==> config.mk <==
export PLATFORM = sky130hd
export DESIGN_NAME = port_arbiter
export DESIGN_NICKNAME = d
export VERILOG_FILES = /design/src/rtl/port_arbiter.sv
export SDC_FILE = /design/constraint.sdc
export NUM_CORES = 1
export LEC_CHECK = 0
export BUFFER_PORTS_ARGS = -buffer_cell sky130_fd_sc_hd__buf_2
export CAP_MARGIN = 20
export CORE_MARGIN = 4
export CORE_UTILIZATION = 48
export CTS_BUF_LIST = sky130_fd_sc_hd__clkbuf_2 sky130_fd_sc_hd__clkbuf_4 sky130_fd_sc_hd__clkbuf_8
export DETAILED_ROUTE_END_ITERATION = 8
export PLACE_DENSITY = 0.94
export SLEW_MARGIN = 20
export SYNTH_ARGS = -nofsm -noshare
export SYNTH_HDL_FRONTEND = slang
export SYNTH_SLANG_ARGS = --single-unit
export TNS_END_PERCENT = 30
==> constraint.sdc <==
create_clock -name clk -period 4.3 [get_ports clk]
set_input_delay 0.215 -clock clk [delete_from_list [all_inputs] [get_ports clk]]
set_output_delay 0.215 -clock clk [all_outputs]
set_load 0.03 [all_outputs]
==> src/rtl/port_arbiter.sv <==
// Round-robin arbiter for one switch output port. Grants one of PORTS_NUM+1
// requesters, forwards its flits downstream over a four-phase handshake and
// keeps the grant until the tail flit so packets from different requesters
// never interleave.
module port_arbiter #(
  parameter int DATA_SIZE = 32,
  parameter int ADDR_SIZE = 4,
  parameter int PORTS_NUM = 4
) (
  input  logic                                                clk,
  input  logic                                                a_rst,
  input  logic [PORTS_NUM:0]                                  req_i,
  input  logic [(DATA_SIZE+ADDR_SIZE+1)*(PORTS_NUM+1)-1:0]    data_i,
  output logic [PORTS_NUM:0]                                  ack_o,
  output logic                                                wr_ready_o,
  output logic [DATA_SIZE+ADDR_SIZE:0]                        data_o,
  input  logic                                                rd_ack_i,
  output logic [PORTS_NUM:0]                                  grant_o,
  output logic                                                locked_o
);

  localparam int BUS_SIZE = DATA_SIZE + ADDR_SIZE + 1;
  localparam int NREQ     = PORTS_NUM + 1;
  localparam int IDX_W    = (NREQ > 1) ? $clog2(NREQ) : 1;

  typedef enum logic [1:0] {IDLE, SEND, ACK, HOLD} state_t;

  state_t              state_q, state_d;
  logic [IDX_W-1:0]    gidx_q, gidx_d;
  logic [NREQ-1:0]     grant_q, grant_d;
  logic [NREQ-1:0]     ack_q, ack_d;
  logic                wr_ready_q, wr_ready_d;
  logic [BUS_SIZE-1:0] data_q, data_d;
  logic                locked_q, locked_d;
  logic [IDX_W-1:0]    rr_q, rr_d;

  logic                found;
  logic [IDX_W-1:0]    pick;

  // Round-robin search: first requester at or after rr_q, wrapping mod NREQ.
  always_comb begin
    found = 1'b0;
    pick  = '0;
    for (int k = 0; k < NREQ; k++) begin
      int c;
      c = int'(rr_q) + k;
      if (c >= NREQ) c = c - NREQ;
      if (!found && req_i[c]) begin
        found = 1'b1;
        pick  = IDX_W'(c);
      end
    end
  end

  // Next-state and output logic of the grant/handshake FSM.
  always_comb begin
    // NOTE: every *_d gets a default first so no path leaves it unassigned
    // (an unassigned path in always_comb would infer a latch).
    state_d    = state_q;
    gidx_d     = gidx_q;
    grant_d    = grant_q;
    ack_d      = '0;
    wr_ready_d = wr_ready_q;
    data_d     = data_q;
    locked_d   = locked_q;
    rr_d       = rr_q;

    case (state_q)
      IDLE: begin
        if (found) begin
          gidx_d     = pick;
          grant_d    = NREQ'(1) << pick;
          data_d     = data_i[pick*BUS_SIZE +: BUS_SIZE];
          wr_ready_d = 1'b1;
          state_d    = SEND;
        end
      end
      SEND: begin
        // Flit is held stable until downstream consumes it, even if the
        // owner has already dropped its request.
        if (rd_ack_i) begin
          wr_ready_d = 1'b0;
          ack_d      = grant_q;
          state_d    = ACK;
        end
      end
      ACK: begin
        // Return-to-zero on both sides before the next flit or release.
        if (!req_i[gidx_q] && !rd_ack_i) begin
          if (data_q[ADDR_SIZE]) begin
            grant_d  = '0;
            locked_d = 1'b0;
            rr_d     = (gidx_q == IDX_W'(PORTS_NUM)) ? '0 : gidx_q + IDX_W'(1);
            state_d  = IDLE;
          end else begin
            locked_d = 1'b1;
            state_d  = HOLD;
          end
        end
      end
      HOLD: begin
        // Only the owner may continue; other requesters are ignored here.
        if (req_i[gidx_q]) begin
          data_d     = data_i[gidx_q*BUS_SIZE +: BUS_SIZE];
          wr_ready_d = 1'b1;
          state_d    = SEND;
        end
      end
      default: state_d = IDLE;
    endcase
  end

  // State register with synchronous active-high reset.
  always_ff @(posedge clk) begin
    // NOTE: non-blocking assignments so every flop samples pre-edge values.
    if (a_rst) begin
      state_q    <= IDLE;
      gidx_q     <= '0;
      grant_q    <= '0;
      ack_q      <= '0;
      wr_ready_q <= 1'b0;
      data_q     <= '0;
      locked_q   <= 1'b0;
      rr_q       <= '0;
    end else begin
      state_q    <= state_d;
      gidx_q     <= gidx_d;
      grant_q    <= grant_d;
      ack_q      <= ack_d;
      wr_ready_q <= wr_ready_d;
      data_q     <= data_d;
      locked_q   <= locked_d;
      rr_q       <= rr_d;
    end
  end

  assign ack_o      = ack_q;
  assign wr_ready_o = wr_ready_q;
  assign data_o     = data_q;
  assign grant_o    = grant_q;
  assign locked_o   = locked_q;

endmodule

# Word-level counts from Yosys, hierarchy flattened
# Index checks and enable logic that the tools add are counted.
# Widths: inputs -> output; s select.
[op_classes]
n_mul = 2
n_addsub = 10
eq_ne = 9
shift = 3
n_reduce_logical = 23
muxes = 51
n_lt_le_gt_ge = 11
bitwise = 2
[op_table]
columns = ["operator", "n"]
rows = [
  ["$shiftx 185x10->37", 2],
  ["$lt 32x5->1 const B", 5],
  ["$mux 32", 5],
  ["$mux 37", 2],
  ["$pmux 37 s2", 1],
  ["$mux 1", 20],
  ["$sub 4x3->5 const B", 4],
  ["$bmux 1 s3", 6],
  ["$mul 3x6->9 const B", 2],
  ["$mux 3", 6],
  ["$ge 4x3->1 const B", 4],
  ["$mux 5", 3],
  ["$reduce_and 4->1", 3],
  ["$mux 2", 5],
  ["$ne 2x2->1 const B", 5],
  ["$pmux 5 s2", 1],
  ["$add 3x2->4 const B", 2],
  ["$pmux 2 s4", 1],
  ["$logic_not 1->1", 6],
  ["$reduce_and 3->1", 2],
  ["$logic_and 1x1->1", 5],
  ["$shl 1x3->5 const A", 1],
  ["$add 3x1->4 const B", 1],
  ["$add 3x3->4 const B", 1],
  ["14 further kinds", 18],
]
[totals]
wordCells = 119
register_bits = 57

# Depth between registers and ports, before layout
[logic_depth]
ltp_word = 22
mapped_depth = 17

# Least setup slack after synthesis
# OpenSTA, ideal clock, no wires.
[synth_path]
path_kind = "register to register"
from = "register rr_q[2]"
to = "register data_q[0] (netlist: data_o[0])"
required_ps = 4186
path_buffers = 4
synth_period_minus_slack_ps = 3782
t_arrival_ps = 3668
path_stages_with_launch = 17
slack_ps = 518
cell_sequence = "dfxtp_1 buf_4 clkbuf_1 inv_1 ha_1 a211oi_2 a21oi_1 o32ai_2 nand3_1 a221oi_2 a2111oi_4 o41ai_2 buf_4 buf_4 mux2i_1 o221ai_1 a21o_1"
[synth_between]
elab_chain_cells = 22
[synth_rtl]
columns = ["item", "line", "rtl"]
rows = [
  ["start, declared", "35", "logic [IDX_W-1:0] rr_q, rr_d;"],
  ["start signal, assigned", "133", "rr_q <= rr_d;"],
  ["branches (longest 22 deep; another with $sub 4x3->5)", "--", ""],
  ["end signal, assigned", "131", "data_q <= data_d;"],
  ["end, declared", "33", "logic [BUS_SIZE-1:0] data_q, data_d;"],
]
# Parallel ways; which one is timed is not known. The select of a mux whose other input is x is not followed.
# A chain may end at the register's enable or synchronous reset.

# Final worst setup path
[layout_path]
from = "register rr_q[1]"
to = "register data_q[20] (netlist: data_o[20])"
# The elaborated chain is that of the path after synthesis.

==> flow_metrics.tcl <==
set metrics [dict create \
    final_nets 986 \
    powerDensity_nw_per_um2 398.3 \
    num_vias 5432 \
    drt_wl_total_mm 17.94 \
    gr-total-overflow 0 \
    synth_cells 545 \
    final_util 0.6578 \
    gr-usage-met3 0.1132 \
    rsz0062_at_grt "no" \
    layout-drive-gt1-share 0.3679 \
    p_leak_nw 3.088 \
    viasPerCell 5.976 \
    fillerInstances 801 \
    drtAntennaViolNets 0 \
    slew_viol_final 0 \
    synth_cell_types 67 \
    skew_ps 8.626 \
    worstMarginPinSlew_ps 619.4 \
    rrSetupSlack_ps 270 \
    max_freq_mhz 248.0 \
    power_frac_clock 0.194 \
    setup_viol 0 \
    dp_hpwl_mm 14.17 \
    clk_latency_ps 330 \
    diodes 0 \
    hold_viol 0 \
    grt_max_degree 43 \
    p_sw_mw 1.081 \
    grt.total_usage 0.2910 \
    synth_area_um2 4667 \
    seq_area_frac_synth 0.2445 \
    antenna_found_initial 0 \
    clock-root-buffer "clkbuf_8" \
    max_slew_margin 0.5839 \
    synthFlopType "dfxtp_1" \
    cp.arrival_ps 4260 \
    vdd_ir_drop_max_v 0.0003320 \
    gp_congestion 0.9754 \
    grtUsageMet1 0.3542 \
    worstHoldPathCells 2 \
    grt_first_pass_wirelength_mm 26.08 \
    critPathCaptureType "flop" \
    ys_seq_elements 57 \
    cts_sinks 57 \
    busiest_layer "met2" \
    power_frac_seq 0.320 \
    multi_input_area_um2 3257 \
    port_buffers 241 \
    max-cap-violations 0 \
    cts.path.max_buffers 2 \
    start_kind "flop" \
    drt_iter0_drc 473 \
    comb_power_share 0.486 \
    cts_tree "done" \
    final.min_clock_period_ps 4032 \
    fp.dieH_um 106.6 \
    wl_per_cell_um 19.74 \
    cts.htree.levels 3 \
    status "complete, no violations" \
    required_ps 4530 \
    p_int_mw 1.375 \
    numCtsBuffers 9 \
    synth_edf_count 0 \
    drc_errors 0 \
    synthArstFlopShare 0 \
    clk_pin_slew_ps 70 \
    core.rowCount 35 \
    regArea_um2 1141 \
    swShare 0.4402 \
    die_w_um 106.6 \
    cp_max_fo 31 \
    fin_crit_sh 0.9376 \
    fin_area_um2 6165 \
    post_dp_cell_area_um2 5946 \
    dr.pass1.iters 6 \
    core-area_um2 9371 \
    num_io_pins 242 \
    finalSetupTns_ps 0 \
    met2_usage 0.4618 \
    syn-num-nets 755 \
    path_class "flop to flop" \
    grt_pass1_vias 5089 \
    worst_hold_path_type "input pin to flop" \
    start_util 0.4980 \
    reg2regPathDepth 16 \
    die_area_um2 11360 \
    area_growth_pct 32.09 \
    yosysWarnings 0 \
    syn_area_per_cell_um2 8.563 \
]
[metal layers]
metal	up-vias	routed length, µm
li1	2528	-
met1	2478	6629
met2	379	8204
met3	47	2514
met4	0	592
met5	-	0
[through the flow]
stage                     hold WS [ps]  total power [mW]  setup slack [ps]  std cells
after floorplan                  324.9             1.556             518.4        545
after global placement           408.1             1.935             324.3        891
after detailed placement         409.8             1.959             252.6        891
after CTS                        61.99             2.441             222.4        906
after global routing             55.80             2.587             15.29        909
final                            75.99             2.456             268.5        909
[cell usage in the layout, fill, tap and decap left out, types with 3 or more instances in the layout]
| cell | instances |
|---|---|
| a22o_1 | 3 |
| buf_4 | 12 |
| xnor2_1 | 6 |
| a211oi_1 | 6 |
| nand2_1 | 61 |
| nand3_1 | 16 |
| o21ai_0 | 19 |
| and3_1 | 3 |
| dfxtp_1 | 57 |
| o221ai_1 | 36 |
| buf_2 | 241 |
| ha_1 | 16 |
| a21o_1 | 40 |
| nand3b_1 | 3 |
| or3_1 | 3 |
| inv_1 | 16 |
| mux2i_1 | 85 |
| nand2b_1 | 9 |
| and2_1 | 10 |
| a211o_1 | 3 |
| a31o_1 | 3 |
| a32o_1 | 3 |
| nor2_1 | 25 |
| nor3_1 | 4 |
| clkbuf_8 | 12 |
| o211ai_1 | 4 |
| nor2b_1 | 11 |
| o21ai_1 | 3 |
| a21oi_1 | 14 |
[registers in the layout, summed over array words and instances, names as in the netlist]
register	count
locked_o	1
rr_q	3
wr_ready_o	1
data_o	37
grant_o	5
gidx_q	3
ack_o	5
state_q	2
[power by group through the flow]
stage	logic, mW	clock network (mW)	registers, mW
after floorplan	0.528	0	1.03
after global placement	1.15	0	0.785
after detailed placement	1.17	0	0.790
after CTS	1.18	0.484	0.780
after global routing	1.28	0.512	0.800
final	1.19	0.476	0.786
[what timing repair did]
item                                    4_1_cts  5_1_grt
hold buffers                                  0        0
resized for setup                             0        2
buffers inserted                              0        2
endpoints found under the setup margin        0       19
[logic make-up (layout without fill, tap and decap cells)]
group / after synthesis / count (layout) / share of synthesized area
buf+inv: 54 / 289 / 0.06113
mux: 88 / 88 / 0.1944
simple gates: 154 / 154 / 0.1566
xor+xnor: 7 / 7 / 0.01314
fa+ha+maj: 17 / 17 / 0.04558
compound gates: 168 / 168 / 0.2847
flops: 57 / 57 / 0.2445
[cells in the mapped netlist (4+ instances only)]
library cell / number / area [µm²]
nand3_1: 16 / 80.08
a21oi_1: 14 / 70.07
a211oi_1: 6 / 45.04
dfxtp_1: 57 / 1141
xnor2_1: 6 / 52.55
mux2i_1: 85 / 850.8
nand2_1: 61 / 229.0
and2_1: 10 / 62.56
a21o_1: 40 / 300.3
clkbuf_1: 15 / 56.30
o221ai_1: 36 / 315.3
nor2_1: 26 / 97.59
inv_1: 16 / 60.06
o21ai_0: 19 / 95.09
nor3_1: 4 / 20.02
ha_1: 17 / 212.7
nor2b_1: 11 / 68.82
nand2b_1: 9 / 56.30
o211ai_1: 4 / 30.03
buf_6: 5 / 56.30
buf_4: 11 / 82.58
[layout make-up]
class	instances	area share
multi-input combinational	434	0.5283
clock inverter	2	0.002030
clock buffer	13	0.02801
timing repair buffer	256	0.2194
sequential	57	0.1851
tap	129	0.02618
inverter	18	0.01096
[worst max-delay path: stages, from the launching register on]
cell	delay, ps
dfxtp_1	310
inv_1	270
ha_1	230
inv_1	40
ha_1	210
a2111oi_0	390
a31oi_1	70
nor3b_1	430
nor2_1	90
o211a_2	190
and3_1	270
o41ai_4	370
buf_4	180
buf_12	220
mux2i_1	300
o221ai_1	160
a21o_1	170
[worst paths after layout]
path                             startpoint          to
worst max-delay path                rr_q[1]  data_o[20]
worst min-delay path            data_i[171]  data_o[23]
worst max register to register      rr_q[1]  data_o[20]
worst min register to register   wr_ready_o  wr_ready_o
Note: power is estimated with default switching activity, not from simulation.
